===== src/rtl/clk_freq_meter_pkg.sv =====
// Shared state encoding and default sizing for the PLL clock frequency meter.
// Latency and backpressure: none, types and constants only.
package clk_freq_meter_pkg;

   // Encodings are fixed so the state can be probed consistently across iceDAQ blocks.
   typedef enum logic [1:0] {
      ST_IDLE   = 2'd0,
      ST_ARM    = 2'd1,
      ST_GATE   = 2'd2,
      ST_REPORT = 2'd3
   } meter_state_t;

   localparam int unsigned DEF_GATE_CYCLES = 600;
   localparam int unsigned DEF_CNT_W       = 16;
   localparam int unsigned DEF_SYNC_STAGES = 2;

endpackage


===== src/rtl/clk_freq_meter_if.sv =====
// Control and report bundle of the frequency meter: start/continuous in, counts out.
// Latency: count_valid follows REPORT by one cycle; no backpressure, reports are one-cycle pulses.
interface clk_freq_meter_if #(
   parameter int unsigned CNT_W = clk_freq_meter_pkg::DEF_CNT_W
);
   logic             start;
   logic             continuous;
   logic             busy;
   logic [CNT_W-1:0] count_out;
   logic             count_valid;
   logic             in_range;
   logic             overflow;

   modport master (
      output start,
      output continuous,
      input  busy,
      input  count_out,
      input  count_valid,
      input  in_range,
      input  overflow
   );

   modport slave (
      input  start,
      input  continuous,
      output busy,
      output count_out,
      output count_valid,
      output in_range,
      output overflow
   );
endinterface


===== src/rtl/clk_freq_meter_sync_edge_detect.sv =====
// Synchronises an asynchronous level into clk and flags its rising edges.
// Latency: rise asserts STAGES cycles after the sampled edge, constant; no backpressure.
module clk_freq_meter_sync_edge_detect #(
   parameter int unsigned STAGES = 2
) (
   input  logic clk,
   input  logic resetb,
   input  logic d,
   output logic rise
);

   logic [STAGES-1:0] sync_q;
   logic              prev_q;

   always_ff @(posedge clk or negedge resetb) begin
      if (!resetb) begin
         sync_q <= '0;
         prev_q <= 1'b0;
      end else begin
         sync_q <= {sync_q[STAGES-2:0], d};
         prev_q <= sync_q[STAGES-1];
      end
   end

   assign rise = sync_q[STAGES-1] & ~prev_q;

endmodule


===== src/rtl/clk_freq_meter.sv =====
// Counts rising edges of sig_in over a fixed gate of clk cycles and reports count and range flags.
// Latency: report GATE_CYCLES+2 cycles after start is taken; start while busy is dropped, not queued.
module clk_freq_meter
   import clk_freq_meter_pkg::*;
#(
   parameter int unsigned      GATE_CYCLES = DEF_GATE_CYCLES,
   parameter int unsigned      CNT_W       = DEF_CNT_W,
   parameter int unsigned      SYNC_STAGES = DEF_SYNC_STAGES,
   parameter logic [CNT_W-1:0] MIN_COUNT   = '0,
   parameter logic [CNT_W-1:0] MAX_COUNT   = '1
) (
   input  logic            clk,
   input  logic            resetb,
   input  logic            sig_in,
   clk_freq_meter_if.slave bus
);

   localparam int unsigned      GATE_W    = $clog2(GATE_CYCLES);
   localparam logic [GATE_W-1:0] GATE_LAST = GATE_W'(GATE_CYCLES - 1);
   // Range test as (count - MIN) <= (MAX - MIN), one bit wider so neither bound folds to a constant.
   localparam logic [CNT_W:0]   SPAN      = {1'b0, MAX_COUNT - MIN_COUNT};

   meter_state_t      state;
   logic [GATE_W-1:0] gate_cnt;
   logic [CNT_W-1:0]  edge_cnt;
   logic              ovf_acc;
   logic              edge_rise;
   logic              edge_full;
   logic [CNT_W:0]    rel_cnt;

   clk_freq_meter_sync_edge_detect #(
      .STAGES (SYNC_STAGES)
   ) u_sync_edge (
      .clk    (clk),
      .resetb (resetb),
      .d      (sig_in),
      .rise   (edge_rise)
   );

   assign edge_full = &edge_cnt;
   assign rel_cnt   = {1'b0, edge_cnt - MIN_COUNT};

   always_ff @(posedge clk or negedge resetb) begin
      if (!resetb) begin
         state           <= ST_IDLE;
         gate_cnt        <= '0;
         edge_cnt        <= '0;
         ovf_acc         <= 1'b0;
         bus.busy        <= 1'b0;
         bus.count_out   <= '0;
         bus.count_valid <= 1'b0;
         bus.in_range    <= 1'b0;
         bus.overflow    <= 1'b0;
      end else begin
         bus.count_valid <= 1'b0;
         case (state)
            ST_IDLE: begin
               if (bus.start) begin
                  state    <= ST_ARM;
                  bus.busy <= 1'b1;
               end
            end
            // Edges seen while arming are discarded so every window spans exactly GATE_CYCLES samples.
            ST_ARM: begin
               gate_cnt <= '0;
               edge_cnt <= '0;
               ovf_acc  <= 1'b0;
               state    <= ST_GATE;
               bus.busy <= 1'b1;
            end
            ST_GATE: begin
               if (edge_rise) begin
                  if (edge_full) begin
                     ovf_acc <= 1'b1;
                  end else begin
                     edge_cnt <= edge_cnt + 1'b1;
                  end
               end
               if (gate_cnt == GATE_LAST) begin
                  state <= ST_REPORT;
               end else begin
                  gate_cnt <= gate_cnt + 1'b1;
               end
            end
            ST_REPORT: begin
               bus.count_out   <= edge_cnt;
               bus.overflow    <= ovf_acc;
               bus.in_range    <= !ovf_acc && (rel_cnt <= SPAN);
               bus.count_valid <= 1'b1;
               if (bus.continuous) begin
                  state <= ST_ARM;
               end else begin
                  state    <= ST_IDLE;
                  bus.busy <= 1'b0;
               end
            end
            default: begin
               state    <= ST_IDLE;
               bus.busy <= 1'b0;
            end
         endcase
      end
   end

endmodule


===== src/flat_wrapper.sv =====
// flat-port wrapper written by rule: the top's interface ports become plain ports
module clk_freq_meter_flat import clk_freq_meter_pkg::*;
#(
   parameter int unsigned      GATE_CYCLES = DEF_GATE_CYCLES,
   parameter int unsigned      CNT_W       = DEF_CNT_W,
   parameter int unsigned      SYNC_STAGES = DEF_SYNC_STAGES,
   parameter logic [CNT_W-1:0] MIN_COUNT   = '0,
   parameter logic [CNT_W-1:0] MAX_COUNT   = '1
)
  (clk, resetb, sig_in, bus_start, bus_continuous, bus_busy, bus_count_out, bus_count_valid, bus_in_range, bus_overflow);
  clk_freq_meter_if #(.CNT_W(CNT_W)) bus_i ();
  input  logic clk;
  input  logic resetb;
  input  logic sig_in;
  input wire logic [$bits(bus_i.start)-1:0] bus_start;
  input wire logic [$bits(bus_i.continuous)-1:0] bus_continuous;
  output wire logic [$bits(bus_i.busy)-1:0] bus_busy;
  output wire logic [$bits(bus_i.count_out)-1:0] bus_count_out;
  output wire logic [$bits(bus_i.count_valid)-1:0] bus_count_valid;
  output wire logic [$bits(bus_i.in_range)-1:0] bus_in_range;
  output wire logic [$bits(bus_i.overflow)-1:0] bus_overflow;
  assign bus_i.start = bus_start;
  assign bus_i.continuous = bus_continuous;
  assign bus_busy = bus_i.busy;
  assign bus_count_out = bus_i.count_out;
  assign bus_count_valid = bus_i.count_valid;
  assign bus_in_range = bus_i.in_range;
  assign bus_overflow = bus_i.overflow;
  clk_freq_meter #(.GATE_CYCLES(GATE_CYCLES), .CNT_W(CNT_W), .SYNC_STAGES(SYNC_STAGES), .MIN_COUNT(MIN_COUNT), .MAX_COUNT(MAX_COUNT)) u_core (.clk(clk), .resetb(resetb), .sig_in(sig_in), .bus(bus_i));
endmodule

===== config.mk =====
export PLATFORM = sky130hd
export DESIGN_NAME = clk_freq_meter_flat
export DESIGN_NICKNAME = d
export VERILOG_FILES = /design/src/rtl/clk_freq_meter_pkg.sv /design/src/rtl/clk_freq_meter_if.sv /design/src/rtl/clk_freq_meter_sync_edge_detect.sv /design/src/rtl/clk_freq_meter.sv /design/src/flat_wrapper.sv
export SDC_FILE = /design/constraint.sdc
export NUM_CORES = 1
export LEC_CHECK = 0
export CORE_MARGIN = 2
export CORE_UTILIZATION = 24
export DETAILED_ROUTE_END_ITERATION = 12
export GPL_TIMING_DRIVEN = 1
export PLACE_DENSITY = 0.49
export SYNTH_ARGS = -nofsm -noshare
export SYNTH_HDL_FRONTEND = slang
export SYNTH_SLANG_ARGS = --single-unit

===== constraint.sdc =====
create_clock -name clk -period 2.8 [get_ports clk]
set_input_delay 0.84 -clock clk [delete_from_list [all_inputs] [get_ports clk]]
set_output_delay 0.84 -clock clk [all_outputs]
set_load 0.05 [all_outputs]

After elaboration in Yosys (flattened, before gate mapping). Index checks and enable logic that the tools add are counted.

Register bits: 52. Latch bits: 0. Memory bits (writable): 0. Memory bits (read-only): 0. Bits of input ports: 5. Output and inout port bits: 20. Logic and storage cells: 54. Memories: 0.

$add $sub $neg: 2. Multipliers: 0. Divide/modulo/power cells: 0. Magnitude comparators: 1. Eq/ne operators: 11. Shift operators: 0. Muxes and demuxes: 16. Bitwise operators: 2. Reduce and logical (&&, ||, !) cells: 11.

Operators by type and width (number): 16-bit 2-to-1 mux (2); 16-bit case mux with 2 select lines (1); 10-bit case mux with 2 select lines (1); 16-bit by 1-bit adder with 16-bit output (second input constant) (1); 16-bit <= comparator (second input constant) (1); 16-bit AND reduction (1); 10-bit by 1-bit adder with 10-bit output (second input constant) (1); 10-bit equality test (second input constant) (1); 10-bit 2-to-1 mux (1); 3-bit AND reduction (3); 2-bit != test (second input constant) (4); 2-bit case mux with 4 select lines (1); 1-bit 2-to-1 mux (6); 2-bit by 1-bit != test with 1-bit output (second input constant) (3); 2-bit equality test (second input constant) (2); 2-bit 2-to-1 mux (2); 2-bit AND reduction (2); 1-bit case mux with 3 select lines (1); 3-bit nonzero test (1); 2-bit by 1-bit equality test with 1-bit output (second input constant) (1); 2-bit logical NOT (1); 1-bit case mux with 2 select lines (1); 2-bit nonzero test (1); 1-bit bitwise AND (1); 3 further kinds (3).

Longest topological paths before layout. Gate-level depths: netlist (run 1).

Depth in word-level cells: 4. Gate-level depth with buffers: 8. Depth with buffers taken out: 6.

By module. From an unflattened synthesis (run 1), not the netlist that was laid out.

Cell total of the unflattened synthesis: 239. Area, all modules: 2552.4 um^2.

By module, submodules not included: clk_freq_meter (times used 1, cells an instance 235, area an instance 2463.6 um^2, sequential area each 1226.2 um^2); clk_freq_meter_sync_edge_detect (times used 1, cells an instance 4, area an instance 88.8 um^2, sequential area each 75.1 um^2).

Worst setup path before layout (run 1). No wires, ideal clock.

Path type: reg2reg. Start point: reg u_core.state[0]. End point: reg u_core.edge_cnt[6]. Setup time: 0.110 ns. Arrival time: 1.608 ns. Data required time: 2.690 ns. Setup slack: 1.082 ns. Stages on the path, launching flop included: 9. Path buffers: 2. Period minus slack after synthesis: 1.718 ns. Cells stage by stage: dfrtp_1 > inv_1 > ha_1 > buf_2 > inv_2 > o21ai_0 > clkbuf_1 > o31ai_1 > o41ai_1.

Word-level cells in the longest chain between the ends: 3.

Ends and longest elaborated chain: start, declared (RTL line clk_freq_meter.sv:23) `meter_state_t state;`; start signal, assigned (RTL line clk_freq_meter.sv:45) `state <= ST_IDLE;`; start signal, assigned (RTL line clk_freq_meter.sv:59) `state <= ST_ARM;`; start signal, assigned (RTL line clk_freq_meter.sv:68) `state <= ST_GATE;`; 2-bit equality test or 2-bit by 1-bit equality test with 1-bit output (tied branches) (RTL line clk_freq_meter.sv:56) `case (state)`; 2-bit != test (no line) (tied with other cells); 3-bit AND reduction (no line); end signal, assigned (RTL line clk_freq_meter.sv:76) `edge_cnt <= edge_cnt + 1'b1;`; end, declared (RTL line clk_freq_meter.sv:25) `logic [CNT_W-1:0] edge_cnt;`.

Several ways; a longest one is shown, not always the timed one. A chain may end at the register's enable or synchronous reset.

Worst setup path in the final report (run 1).
Start point: reg u_core.bus.count_out[14]. End point: out bus_count_out[14].

RTL lines: start, declared (RTL line clk_freq_meter_if.sv:28) `output count_out,`; start signal, assigned (RTL line clk_freq_meter.sv:86) `bus.count_out <= edge_cnt;`; end, declared (RTL line flat_wrapper.sv:18) `output wire logic [$bits(bus_i.count_out)-1:0] bus_count_out;`.

No word-level cell between the ends.

==> summary by stage, run 1 <==
Outcome
The run finished with clean final reports.

Worst setup path
The data arrival at the endpoint of the critical path is 1.48 ns. The worst setup path is of the register to primary output kind. The cell with the largest stage delay on the worst path is sky130_fd_sc_hd__clkdlybuf4s50_1. The reg-to-reg startpoint is u_core.state[0]. Counting cells, the worst reg-to-reg path comes to 7. For the worst setup path, the data required time is 1.96 ns. The kind of start point of the critical path is a register. The critical path goes through clkdlybuf4s50_1.

The kind of end point of the critical path is a primary output. The register-to-register setup slack is 0.78 ns. The combined buffer and inverter count along the critical path is 1. Along the worst path, the maximum fanout reaches 2.

The launching instance or port of the critical path is u_core.bus.count_out[14]. The endpoint identified for the worst register-to-register timing path is u_core.edge_cnt[15]. The maximum single-stage delay on the critical path is 0.81 ns. The family of cells with the greatest summed delay on the critical path is buffers and inverters.

Route
The first detailed-routing pass took 4 iterations. The post-route antenna net violation count is 0. The first-iteration detailed-routing DRC count is 76.

After detailed routing, the total wire length is 5530 um. After detailed routing, the number of vias per cell comes to 4.89. Detailed routing inserted a total of 1953 vias.

In the final routed layout, each cell accounts on average for 13.9 um. The residual DRC count is 0.

STA
In the final timing run, aggregate negative setup slack is 0 ns. Setup repair after global routing left no endpoint under its margin. The worst hold slack after final layout is 0.368 ns. The final critical path time including I/O delays and setup is 2.32 ns.

The part of the cycle the worst path needs is 82.8%. The count of final max-slew check failures is 0. For the pin with the worst max-slew slack, the measured transition is 0.501 ns. Headroom to the max-slew limit came out at 66.5%. The setup clock skew after layout is 0.00938 ns. The final number of hold-violating endpoints was 0.

The setup violation total in the final timing report is 0. The highest attainable clock frequency is 0.431 GHz.

Logic synthesis
In the synthesized netlist the dominant register cell turns out to be sky130_fd_sc_hd__dfrtp_1. The multiplexer share of the synthesized area is 8.53%. The mapped netlist covers 2610 sq um. The synthesized netlist devotes 16.1% of its cell area to simple gates. In this run, synthesis produced a sequential element count of 52.

The number of enable-type register cells in the synthesized netlist is 0. The largest family of logic cells by synthesized area is simple AND/OR/NAND/NOR gates. The synthesized netlist devotes 15.9% of its cell area to compound gates. The register area share after synthesis is 49.9%.

The synthesized netlist net count is 250. Synthesis handed over a netlist of 238 instances. Counting distinct cell types in the post-synthesis netlist gives 47.

The count of synthesis-stage warnings from yosys is 0. The mean instance size in the synthesized netlist is 11.0 sq um. Counting flops with an async set or reset pin after synthesis yields a share of 100%. Of the total synthesized cell area, the portion taken by XOR and XNOR cells is 2.35%. The post-synthesis share of cell area spent on full adders, half adders and majority gates is 3.36%.

Placed design
The number of port buffers is 24. The final weighted congestion in routability-driven placement is 0.790. Summed over all nets, the half-perimeter wirelength after detailed placement is 3750 um.

GRT
Entering global routing, the biggest net connects 53 pins. The number of antenna violations at the first check in global routing is 0. The number of global-route vias before repair is 1855.

Across every metal layer, demand over resource in global routing totals 9.84%. The first global-routing pass estimated 9160 um of wire. For this run the aggregate overflow at the end of global routing stands at 0.

Clock tree
The clock tree from TritonCTS is yes. The root buffer cell is sky130_fd_sc_hd__clkbuf_8. Buffers inserted during clock tree synthesis total 5. The number of sinks on the clock net is 52.

The number of buffers inserted by post-CTS setup repair is 0. After clock tree synthesis, the flow added hold-fix buffers numbering 0. Post-CTS repair changed the size of 0 cells. The clock passes through at most 2 buffers. The clock latency of the later-clocked register in the worst-skew pair is 0.31 ns. The clock transition time at the flip-flop clock pins of the worst setup and hold paths is 0.10 ns. CTS built an H-tree with a depth of 2.

Hold path
The worst hold path terminates at u_core.u_sync_edge.sync_q[1]. The startpoint identified for the worst hold timing path is u_core.u_sync_edge.sync_q[0]. The worst hold path belongs to the class register to register. The number of cells on the worst hold path is 0.

Die
The number of placed I/O pins is 25. Once the floorplan was initialized, standard cells occupied 24.3% of the core. The die footprint is 11700 sq um. The total area inside the core boundary comes to 10700 sq um. The die extent in y is 108 um. The number of placement rows is 38. Measured along the x axis, the die boundary spans 108 um.

Finish
0 antenna diodes ended up in the layout. The ratio of cells with drive above 1 in the final layout is 15.8%. Once layout is complete, the utilization of the core stands at 28.7%.

The synthesis-to-finish area growth is 18.3%. The final net count is 271.

Pwr
The peak ir drop on the vdd network is 0.294 mV. The cell leakage power is 0.00130 uW. The cell area power density is 678 nW/um^2.

Run
The reported max-cap violation count is 0.
[state kept, by name, summed over array words and instances (netlist names)]
register and flops:
u_core.gate_cnt 10, u_core.state 2, u_core.bus.busy 1, u_core.bus.count_out 16, u_core.u_sync_edge.prev_q 1, u_core.edge_cnt 16, u_core.bus.overflow 1, u_core.u_sync_edge.sync_q 2
u_core.ovf_acc 1, u_core.bus.in_range 1, u_core.bus.count_valid 1
[placed cells by master, fill, tap and decap left out, types with 2 or more instances in the layout]
master and count:
sky130_fd_sc_hd__o22ai_1 10, sky130_fd_sc_hd__buf_4 5, sky130_fd_sc_hd__nand2_1 17, sky130_fd_sc_hd__a21oi_1 5, sky130_fd_sc_hd__clkdlybuf4s50_1 23, sky130_fd_sc_hd__o21ai_0 7, sky130_fd_sc_hd__nor3_1 3, sky130_fd_sc_hd__a41oi_1 4
sky130_fd_sc_hd__ha_1 7, sky130_fd_sc_hd__mux2i_1 2, sky130_fd_sc_hd__nand3_1 8, sky130_fd_sc_hd__xor2_1 2, sky130_fd_sc_hd__nor2b_1 5, sky130_fd_sc_hd__o31ai_1 15, sky130_fd_sc_hd__dfrtp_1 52, sky130_fd_sc_hd__and3_1 4
sky130_fd_sc_hd__mux2_2 18, sky130_fd_sc_hd__and4_1 4, sky130_fd_sc_hd__nor4_1 2, sky130_fd_sc_hd__clkbuf_8 7, sky130_fd_sc_hd__nand4_1 8, sky130_fd_sc_hd__xnor2_1 5, sky130_fd_sc_hd__inv_1 3, sky130_fd_sc_hd__nor2_1 9
sky130_fd_sc_hd__a31oi_1 13
[cell usage after synthesis, types with 2 or more instances]
cell	instances	area share, %
sky130_fd_sc_hd__xor2_1	2	0.67
sky130_fd_sc_hd__inv_1	3	0.43
sky130_fd_sc_hd__nor2b_1	5	1.2
sky130_fd_sc_hd__nor4_1	2	0.48
sky130_fd_sc_hd__clkbuf_1	2	0.29
sky130_fd_sc_hd__xnor2_1	5	1.7
sky130_fd_sc_hd__mux2i_1	2	0.77
sky130_fd_sc_hd__nand4_1	8	1.9
sky130_fd_sc_hd__o22ai_1	10	2.4
sky130_fd_sc_hd__and4_1	4	1.3
sky130_fd_sc_hd__a41oi_1	4	1.3
sky130_fd_sc_hd__buf_4	2	0.58
sky130_fd_sc_hd__nand2_1	17	2.4
sky130_fd_sc_hd__o31ai_1	15	4.3
sky130_fd_sc_hd__ha_1	7	3.4
sky130_fd_sc_hd__buf_2	8	1.5
sky130_fd_sc_hd__a21oi_1	5	0.96
sky130_fd_sc_hd__a31oi_1	13	3.1
sky130_fd_sc_hd__and3_1	4	0.96
sky130_fd_sc_hd__nor3_1	3	0.58
sky130_fd_sc_hd__dfrtp_1	52	50
sky130_fd_sc_hd__nand3_1	8	1.5
sky130_fd_sc_hd__o21ai_0	7	1.3
sky130_fd_sc_hd__mux2_2	18	7.8
sky130_fd_sc_hd__buf_1	2	0.29
sky130_fd_sc_hd__nor2_1	9	1.3
[cell families after synthesis]
logic type	count (synthesis)
adders and majority gates	7
and+or+nand+nor	71
AOI/OAI and AO/OA	61
buffers and inverters	20
xor gates and xnor gates	7
DFF	52
muxes	20
[layer usage]
metal	vias up	global-route usage (%)	part of all wire [%]
li1	945	-	-
met4	0	3.11	1.4
met1	970	12.6	46
met3	8	1.99	2.8
met5	-	0	0
met2	30	16.6	50
[how the worst max path moves through the flow]
| stage | endpoint | slack (ns) | depth (start not counted) |
|---|---|---|---|
| 2_1_floorplan | u_core.edge_cnt[6] | 1.08 | 8 |
| 3_3_place_gp | u_core.state[0] | 0.72 | 5 |
| 3_5_place_dp | u_core.state[0] | 0.67 | 5 |
| 4_1_cts | bus_count_out[12] | 0.46 | 1 |
| 5_1_grt | bus_count_out[0] | 0.43 | 1 |
| 6_report | bus_count_out[14] | 0.48 | 1 |
[layout make-up]
type	count	area (sq um)
Clock buffer	7	96.3
Fill cell	1112	7660
Inverter	4	15.0
Multi-Input combinational cell	166	1210
Sequential cell	52	1300
Tap cell	140	175
Timing Repair Buffer	30	293
[power by group]
| part | leakage [uW] | total (uW) | internal, uW | switching, uW |
|---|---|---|---|---|
| logic | 0.000548 | 778 | 292 | 486 |
| registers | 0.000702 | 850 | 806 | 44.0 |
| clock network | 0.0000503 | 465 | 221 | 245 |
| total | 0.00130 | 2090 | 1320 | 775 |
[through the flow]
step | total power [uW] | setup slack [ns] | instance area [sq um] | cells
global placement | 1650 | 0.720 | 2990 | 392
floorplan | 1430 | 1.08 | 2610 | 238
CTS | 2130 | 0.464 | 3090 | 399
detailed placement | 1660 | 0.674 | 2990 | 392
finish | 2090 | 0.481 | 3090 | 399
global route | 2240 | 0.426 | 3090 | 399
No activity file was read; power rests on OpenSTA's default activity.
==> run 2, diff against run 1 <==
--- a/config.mk
+++ b/config.mk
@@ -9,7 +9,7 @@
 export CORE_UTILIZATION = 24
 export DETAILED_ROUTE_END_ITERATION = 12
 export GPL_TIMING_DRIVEN = 1
-export PLACE_DENSITY = 0.49
+export PLACE_DENSITY = 0.5
 export SYNTH_ARGS = -nofsm -noshare
 export SYNTH_HDL_FRONTEND = slang
 export SYNTH_SLANG_ARGS = --single-unit
==> constraint.sdc (replaced) <==
create_clock -name clk -period 2.1 [get_ports clk]
set_input_delay 0.63 -clock clk [delete_from_list [all_inputs] [get_ports clk]]
set_output_delay 0.63 -clock clk [all_outputs]
set_load 0.05 [all_outputs]
==> summary by stage, run 2 (synthesis gave the netlist of run 1 again) <==
Outcome
The run finished with clean final reports.

GRT
The remaining global-route overflow is 0 (unchanged). In this run the most used layer during global routing was met2. The number of antenna violations at the first check in global routing is 0 (unchanged).

The number of global-route vias before repair is 1817 (-2.0%). The fraction of met3 tracks used by global routing is 1.93% (-0.060 points). The pin count of the biggest net entering global routing was 53 (unchanged). The global-route wire length before repair came to 9320 um (+1.7%). The met1 track demand over resource in global routing is 13.0% (+0.34 points). The met2 track demand over resource is 17.1% (+0.49 points). The total routing usage reported by global routing is 10.0% (+0.18 points).

Pwr
The net switching component of the power is 1040 uW (+35%). The combinational power share came to 38.1% (+0.9 points). The peak ir drop on the vdd network is 0.276 mV (-6.3%).

The cell area power density is 908 nW/um^2 (+34%). The share of power burned in registers came to 41.0% (+0.4 points). The share of power burned in the clock network is 20.9% (-1.3 points). The total power draw is 2780 uW (+33%). The switching share of total power is 37.6% (+0.55 points).

The internal power is 1730 uW (+31%). The cell leakage power is 0.00135 uW (+3.8%).

Finish
The most frequent standard cell in the layout excluding fill and tap cells is sky130_fd_sc_hd__dfrtp_1. The area of all sequential standard cells is 1300 sq um (unchanged). The largest registers in the layout are u_core.bus.count_out (16), u_core.edge_cnt (16), u_core.gate_cnt (10).

In the layout the commonest cells are 52 x sky130_fd_sc_hd__dfrtp_1, 28 x sky130_fd_sc_hd__buf_4, 18 x sky130_fd_sc_hd__mux2_2. The area taken by multi-input logic gates is 1210 sq um (+0.21%). From synthesis to final layout, the design area changed by 17.2%. The ratio of cells with drive above 1 in the final layout is 25.1% (+9.3 points). The number of antenna diodes is 0 (unchanged).

The final design area excluding fillers is 3060 sq um (-0.93%). The number of filler cells placed in the layout is 1143 (+2.8%). The final net count is 274 (+1.1%).

Worst setup path
Walking the worst path, the cells encountered are inv_1 -> ha_2 -> inv_2 -> o21ai_0 -> buf_4 -> nor4b_1 -> a311oi_1. The required time reported for the critical path endpoint came to 2.28 ns (+0.32 ns). The critical setup path kind is register to register. The kind of end point of the critical path is a register. The largest individual stage delay along the critical path comes from the cell sky130_fd_sc_hd__dfrtp_1. The maximum single-stage delay on the critical path is 0.38 ns (-0.43 ns).

The register-to-register setup slack is 0.28 ns (-0.50 ns). The endpoint of the most critical register-to-register path is u_core.edge_cnt[15]. The worst register-to-register path begins at u_core.state[0].

The path depth of the worst reg2reg path is 7 (unchanged). The maximum fanout count along the critical path is 13 (+11). The data arrival at the endpoint of the critical path is 2.00 ns (+0.52 ns). STA classifies the critical path startpoint as a register.

Die
The die width is 108 um (unchanged). The number of placement rows is 38 (unchanged). The number of placed I/O pins is 25 (unchanged). The initial standard-cell utilization of the core came to 24.3% (unchanged). The standard cell core area is 10700 sq um (unchanged).

The die extent in y is 108 um (unchanged). The die footprint is 11700 sq um (unchanged).

STA
The setup clock skew after layout is 0.00416 ns (-0.00521 ns). The pin slew with the least headroom to its limit is 0.398 ns (-0.102 ns). The count of final max-slew check failures is 0 (unchanged). Setup repair after global routing left no endpoint under its margin. After layout, the minimum clock period comes to 1.82 ns. The worst-case headroom to the max-slew limit is 73.4% (+6.9 points). The final number of hold-violating endpoints is 0 (unchanged).

Derived from the worst setup path, the maximum achievable clock frequency is 0.550 GHz. The post-route setup TNS is 0 ns (unchanged). The part of the cycle the worst path needs is 86.5%. The setup violation total in the final timing report came to 0 (unchanged).

Clock tree
The clock latency of the later-clocked register in the worst-skew pair is 0.30 ns (about the same). The number of sinks on the clock net is 52 (unchanged). The total number of H-tree levels is 2 (unchanged).

The count of hold-fix buffers inserted at cts was 0 (unchanged). The clock tree from TritonCTS is yes. The root buffer cell is sky130_fd_sc_hd__clkbuf_8. The post-cts repair resize count is 0 (unchanged). The clock transition time at the flip-flop clock pins of the worst setup and hold paths came to 0.09 ns (about the same).

The total CTS buffers is 5 (unchanged). The number of buffers inserted by post-CTS setup repair was 0 (unchanged). The maximum number of buffers from clock root to sink is 2 (unchanged).

Placed design
The final weighted congestion in routability-driven placement is 0.769 (-2.7%). The HPWL after detailed placement is 3920 um (+4.6%). The total cell area at the placement stage was 2960 sq um (-0.92%). The number of port buffers is 24 (unchanged).

Route
The first-pass iteration count of the detailed router is 6 (+2). The average via count per standard cell was 4.82 (-1.5%). The count of vias placed by the detailed router was 1943 (-0.51%). The first-iteration detailed-routing DRC count is 54 (-29%).

The total wire length after detailed routing was 5720 um (+3.3%). The post-route antenna net violation count is 0 (unchanged). The residual DRC count is 0 (unchanged).

The routed wirelength normalized by instance count is 14.2 um (+2.3%).

Hold path
The type of the worst min-delay path is primary input to async pin.

Run
The reported max-cap violation count is 0 (unchanged).
-- run 2: cell types whose count changed in the layout (fill, tap and decap cells not counted), sizes merged --
cell           before  now
buf                 7   30
clkdlybuf4s50      23    3
clkinv              0    2
clkbuf              7    6
-- run 2: cell type report --
type | count | area share (%)
clock buffer | 6 | 2.70
multi-input combinational | 166 | 39.6
inverter | 4 | 0.491
timing repair buffer | 33 | 8.67
tap | 140 | 5.73
clock inverter | 2 | 0.327
sequential | 52 | 42.5
-- run 2: how the worst max path moves through the flow --
stage,startpoint,to
2_1_floorplan,u_core.state[0],u_core.edge_cnt[6]
6_report,u_core.state[0],u_core.edge_cnt[15]
3_5_place_dp,bus_start,u_core.state[0]
4_1_cts,u_core.state[0],u_core.edge_cnt[15]
3_3_place_gp,bus_start,u_core.state[0]
5_1_grt,u_core.state[0],u_core.edge_cnt[15]
-- run 2: critical path: cells and delay by family (launching register included) --
kind | cells | cell delay [ns]
adder cells (fa/ha/maj) | 1 | 0.25
AND/OR/NAND/NOR | 1 | 0.30
buffers and inverters | 3 | 0.52
AO/OA/AOI/OAI | 2 | 0.25
flip-flops | 1 | 0.38
-- run 2: metrics by stage --
stage	worst slack (ns)	hold slack, ns	cells	utilization [%]
2_1_floorplan	0.382	0.331	238	-
3_3_place_gp	0.217	0.333	395	27.6
3_5_place_dp	0.210	0.341	395	27.6
4_1_cts	0.208	0.312	403	28.4
5_1_grt	0.0485	0.317	403	28.5
6_report	0.283	0.303	403	28.5
-- run 2: power groups by stage --
stage	Clock (uW)	Sequential [uW]	Combinational (uW)
CTS	619	1140	1070
detailed placement	0	1160	1070
finish	581	1140	1060
floorplan	0	1220	681
global placement	0	1150	1050
global route	659	1150	1180
-- run 2: layer usage --
layer	share of wire, %	vias to the layer above
met3	3.0	6
met5	0	-
met2	50	35
met1	46	956
li1	-	946
met4	1.0	0
==> run 3, diff against run 2 <==
--- a/config.mk
+++ b/config.mk
@@ -9,7 +9,8 @@
 export CORE_UTILIZATION = 24
 export DETAILED_ROUTE_END_ITERATION = 12
 export GPL_TIMING_DRIVEN = 1
-export PLACE_DENSITY = 0.5
+export PLACE_DENSITY = 0.51
 export SYNTH_ARGS = -nofsm -noshare
 export SYNTH_HDL_FRONTEND = slang
+export SYNTH_HIERARCHICAL = 1
 export SYNTH_SLANG_ARGS = --single-unit
==> constraint.sdc (replaced) <==
create_clock -name clk -period 1.6 [get_ports clk]
set_input_delay 0.48 -clock clk [delete_from_list [all_inputs] [get_ports clk]]
set_output_delay 0.48 -clock clk [all_outputs]
set_load 0.05 [all_outputs]
==> summary by stage, run 3 <==
Outcome
The run finished with clean final reports.

GRT
The pin count of the biggest net entering global routing is 53 (unchanged). The number of antenna violations at the first check in global routing is 0 (unchanged). The global-route wire length before repair is 10300 um (+10%). The remaining global-route overflow is 0 (unchanged). The total routing usage reported by global routing is 11.1% (+1.1 points). The number of global-route vias before repair came to 2153 (+18%).

Worst setup path
The reg-to-reg startpoint is u_core/edge_cnt[0]. The critical path goes through ha_2 -> nand2_4 -> nor3b_4 -> buf_4 -> and3_4 -> mux2i_1 -> a22o_2. The maximum single-stage delay on the critical path is 0.37 ns (about the same). By startpoint and endpoint, the worst setup path is classified as register to register. STA classifies the critical path startpoint as a register.

The required time reported for the critical path endpoint came to 1.80 ns (-0.48 ns). The launching instance or port of the critical path is u_core/edge_cnt[0]. The data arrival at the endpoint of the critical path is 1.79 ns (-0.21 ns). The worst setup path is captured at a register.

The cell family contributing the most delay on the critical path is simple AND/OR/NAND/NOR gates. The combined buffer and inverter count along the critical path came to 1 (-2). For this design, the slowest cell found on the critical path is sky130_fd_sc_hd__dfrtp_1. The maximum fanout count along the critical path is 4 (-9).

Logic synthesis
The cell taking the most area after synthesis is sky130_fd_sc_hd__dfrtp_1. The number of instances in the synthesized netlist is 239 (+0.42%). The synthesized netlist net count is 251 (+0.40%). The share of async-settable or async-resettable flops after synthesis is 100% (unchanged).

In the synthesized netlist, the cells that appear most often are 52 x sky130_fd_sc_hd__dfrtp_1, 23 x sky130_fd_sc_hd__nand2_1, 17 x sky130_fd_sc_hd__mux2_2, 15 x sky130_fd_sc_hd__a21oi_1, 15 x sky130_fd_sc_hd__nor2_1. The fraction of synthesized cell area taken by the top area cell type is 51.0% (+1.1 points). The number of different library cells in the post-synthesis netlist is 48 (+2.1%). The number of enable-type register cells in the synthesized netlist was 0 (unchanged).

The mean instance size in the synthesized netlist is 10.7 sq um (-2.6%). The count of synthesis-stage warnings from yosys is 6 (+6). The register area share after synthesis is 51.0% (+1.1 points). The post-synthesis cell area is 2550 sq um (-2.2%). sky130_fd_sc_hd__dfrtp_1 is the most common cell in the netlist. The number of synthesized register bits is 52 (unchanged).

The dominant register cell in the synthesized netlist is sky130_fd_sc_hd__dfrtp_1. Yosys attributes the largest share of cell area to sky130_fd_sc_hd__dfrtp_1 51%, sky130_fd_sc_hd__mux2_2 7.5%, sky130_fd_sc_hd__ha_1 3.4%.

Run
The reported max-cap violation count was 0 (unchanged).

Route
The first-iteration detailed-routing DRC count is 87 (+61%). The routed wirelength normalized by instance count came to 13.6 um (-4.3%). The average via count per standard cell is 4.68 (-2.9%). The post-route antenna net violation count is 0 (unchanged). The residual DRC count is 0 (unchanged). The count of vias placed by the detailed router is 2115 (+8.9%).

The total wire length after detailed routing is 6140 um (+7.3%). The first-pass iteration count of the detailed router is 4 (-2).

Finish
The synthesis-to-finish area growth is 48.1%. The top cell types in the final layout, fill and taps aside, are 51 x sky130_fd_sc_hd__dfrtp_1, 51 x sky130_fd_sc_hd__buf_4, 22 x sky130_fd_sc_hd__nand2_1. The number of antenna diodes came to 0 (unchanged). The ratio of cells with drive above 1 in the final layout is 42.7% (+18 points). The largest registers in the layout are u_core/bus.count_out (16), u_core/edge_cnt (16), u_core/gate_cnt (10). The number of non-filler instances in the completed layout is 452 (+12%). The final net count is 327 (+19%). The end-of-flow core utilization is 36.6% (+8.1 points).

Die
The number of placement rows is 37 (-2.6%). The number of placed I/O pins is 25 (unchanged). The die width is 107 um (-1.1%). The standard cell core area is 10300 sq um (-3.9%).

The die extent in y was 107 um (-1.1%). The initial standard-cell utilization of the core is 24.7% (+0.43 points). The die footprint is 11500 sq um (-2.1%).

STA
The setup violation total in the final timing report is 0 (unchanged). The worst-case headroom to the max-slew limit is 77.2% (+3.8 points). The final critical path time including I/O delays and setup was 1.59 ns (-0.232 ns). The count of final max-slew check failures is 0 (unchanged). The worst hold slack after final layout came to 0.143 ns (-0.160 ns). The setup clock skew after layout is 0.00668 ns (+0.00252 ns). The final number of hold-violating endpoints is 0 (unchanged). The pin slew with the least headroom to its limit was 0.340 ns (-0.0583 ns). The part of the cycle the worst path needs came to 99.1% (+13 points). The final worst slack is 0.0146 ns (-0.268 ns).

The highest attainable clock frequency is 0.631 GHz (+15%). Setup repair after global routing could not meet its margin everywhere.

Placed design
The number of port buffers was 24 (unchanged). The number of cells in the design after placement was 434 (+9.9%). The final weighted congestion in routability-driven placement came to 0.827 (+7.5%). The HPWL after detailed placement is 4250 um (+8.5%).

The pre-CTS setup slack is -0.0534 ns (-0.263 ns).

Clock tree
TritonCTS built the clock tree. The count of hold-fix buffers inserted at cts is 0 (unchanged). The maximum number of buffers from clock root to sink is 2 (unchanged). The number of sinks on the clock net is 52 (unchanged). The clock latency of the later-clocked register in the worst-skew pair is 0.30 ns (about the same).

The total number of H-tree levels is 2 (unchanged). The total CTS buffers was 5 (unchanged). CTS placed an instance of sky130_fd_sc_hd__clkbuf_8 at the clock tree root. The clock transition time at the flip-flop clock pins of the worst setup and hold paths was 0.09 ns (about the same).

Pwr
The total power draw is 4910 uW (+77%). The cell area power density is 1300 nW/um^2 (+43%). The cell leakage power came to 0.00169 uW (+25%). The peak ir drop on the vdd network is 0.628 mV (+130%).

Hold path
The min-delay analysis places its worst path in the category primary input to async pin.
## run 3: worst register-to-register path, cell delays in order, from the launching register on
cell and delay (ns):
sky130_fd_sc_hd__dfrtp_1 0.37, sky130_fd_sc_hd__ha_2 0.21, sky130_fd_sc_hd__nand2_4 0.06, sky130_fd_sc_hd__nor3b_4 0.27, sky130_fd_sc_hd__buf_4 0.16, sky130_fd_sc_hd__and3_4 0.16, sky130_fd_sc_hd__mux2i_1 0.06, sky130_fd_sc_hd__a22o_2 0.20
## run 3: metal layers
layer	part of all wire, %	vias to the layer above	track usage, %
met5	0	-	0
li1	-	1024	-
met2	50	24	18.8
met1	46	1062	14.3
met3	2.6	5	2.07
met4	1.0	0	3.34
## run 3: logic make-up (layout without fill, tap and decap cells)
logic type	count (synthesis)	after routing	share of synthesized area (%)
simple gates	79	79	16.9
compound gates	57	57	14.7
flops	52	52	51.0
mux	22	22	9.46
buf+inv	20	97	3.87
fa+ha+maj	7	7	3.43
xor+xnor	2	2	0.686
## run 3: through the flow
stage	cell area [sq um]	setup TNS, ns
2_1_floorplan	2610	-0.0118
3_3_place_gp	3490	-0.0482
3_5_place_dp	3490	-0.137
4_1_cts	3610	0
5_1_grt	3780	-0.598
6_report	3780	0
## run 3: worst paths after layout
kind                                                endpoint  slack [ns]  depth (start not counted)
worst max-delay path                     u_core/edge_cnt[10]        0.01                          7
worst min-delay path                      u_core/gate_cnt[0]        0.14                          2
worst max register to register           u_core/edge_cnt[10]        0.01                          7
worst min register to register  u_core/u_sync_edge/sync_q[1]        0.37                          0
max in group asynchronous                    u_core/state[1]        1.19                          2
min in group clk                u_core/u_sync_edge/sync_q[1]        0.37                          0
## run 3: power by group
group	internal [uW]	switching, uW	leakage, uW
sequential	1450	110	0.000699
combinational	1160	1300	0.000931
clock	465	428	0.0000552
## run 3: layout make-up
class,instances,area [sq um]
repair buffers,81,895
fillers,1040,6540
well taps,136,170
clock inverters,2,35.0
inverters,8,32.5
multi-input cells,167,1270
clock buffers,6,72.6
flip-flops and latches,52,1300
## run 3: repair_timing
action	in CTS	in global routing
gates resized for setup	4	31
pin swaps	0	22
setup endpoints to repair	8	23
buffers inserted	0	10
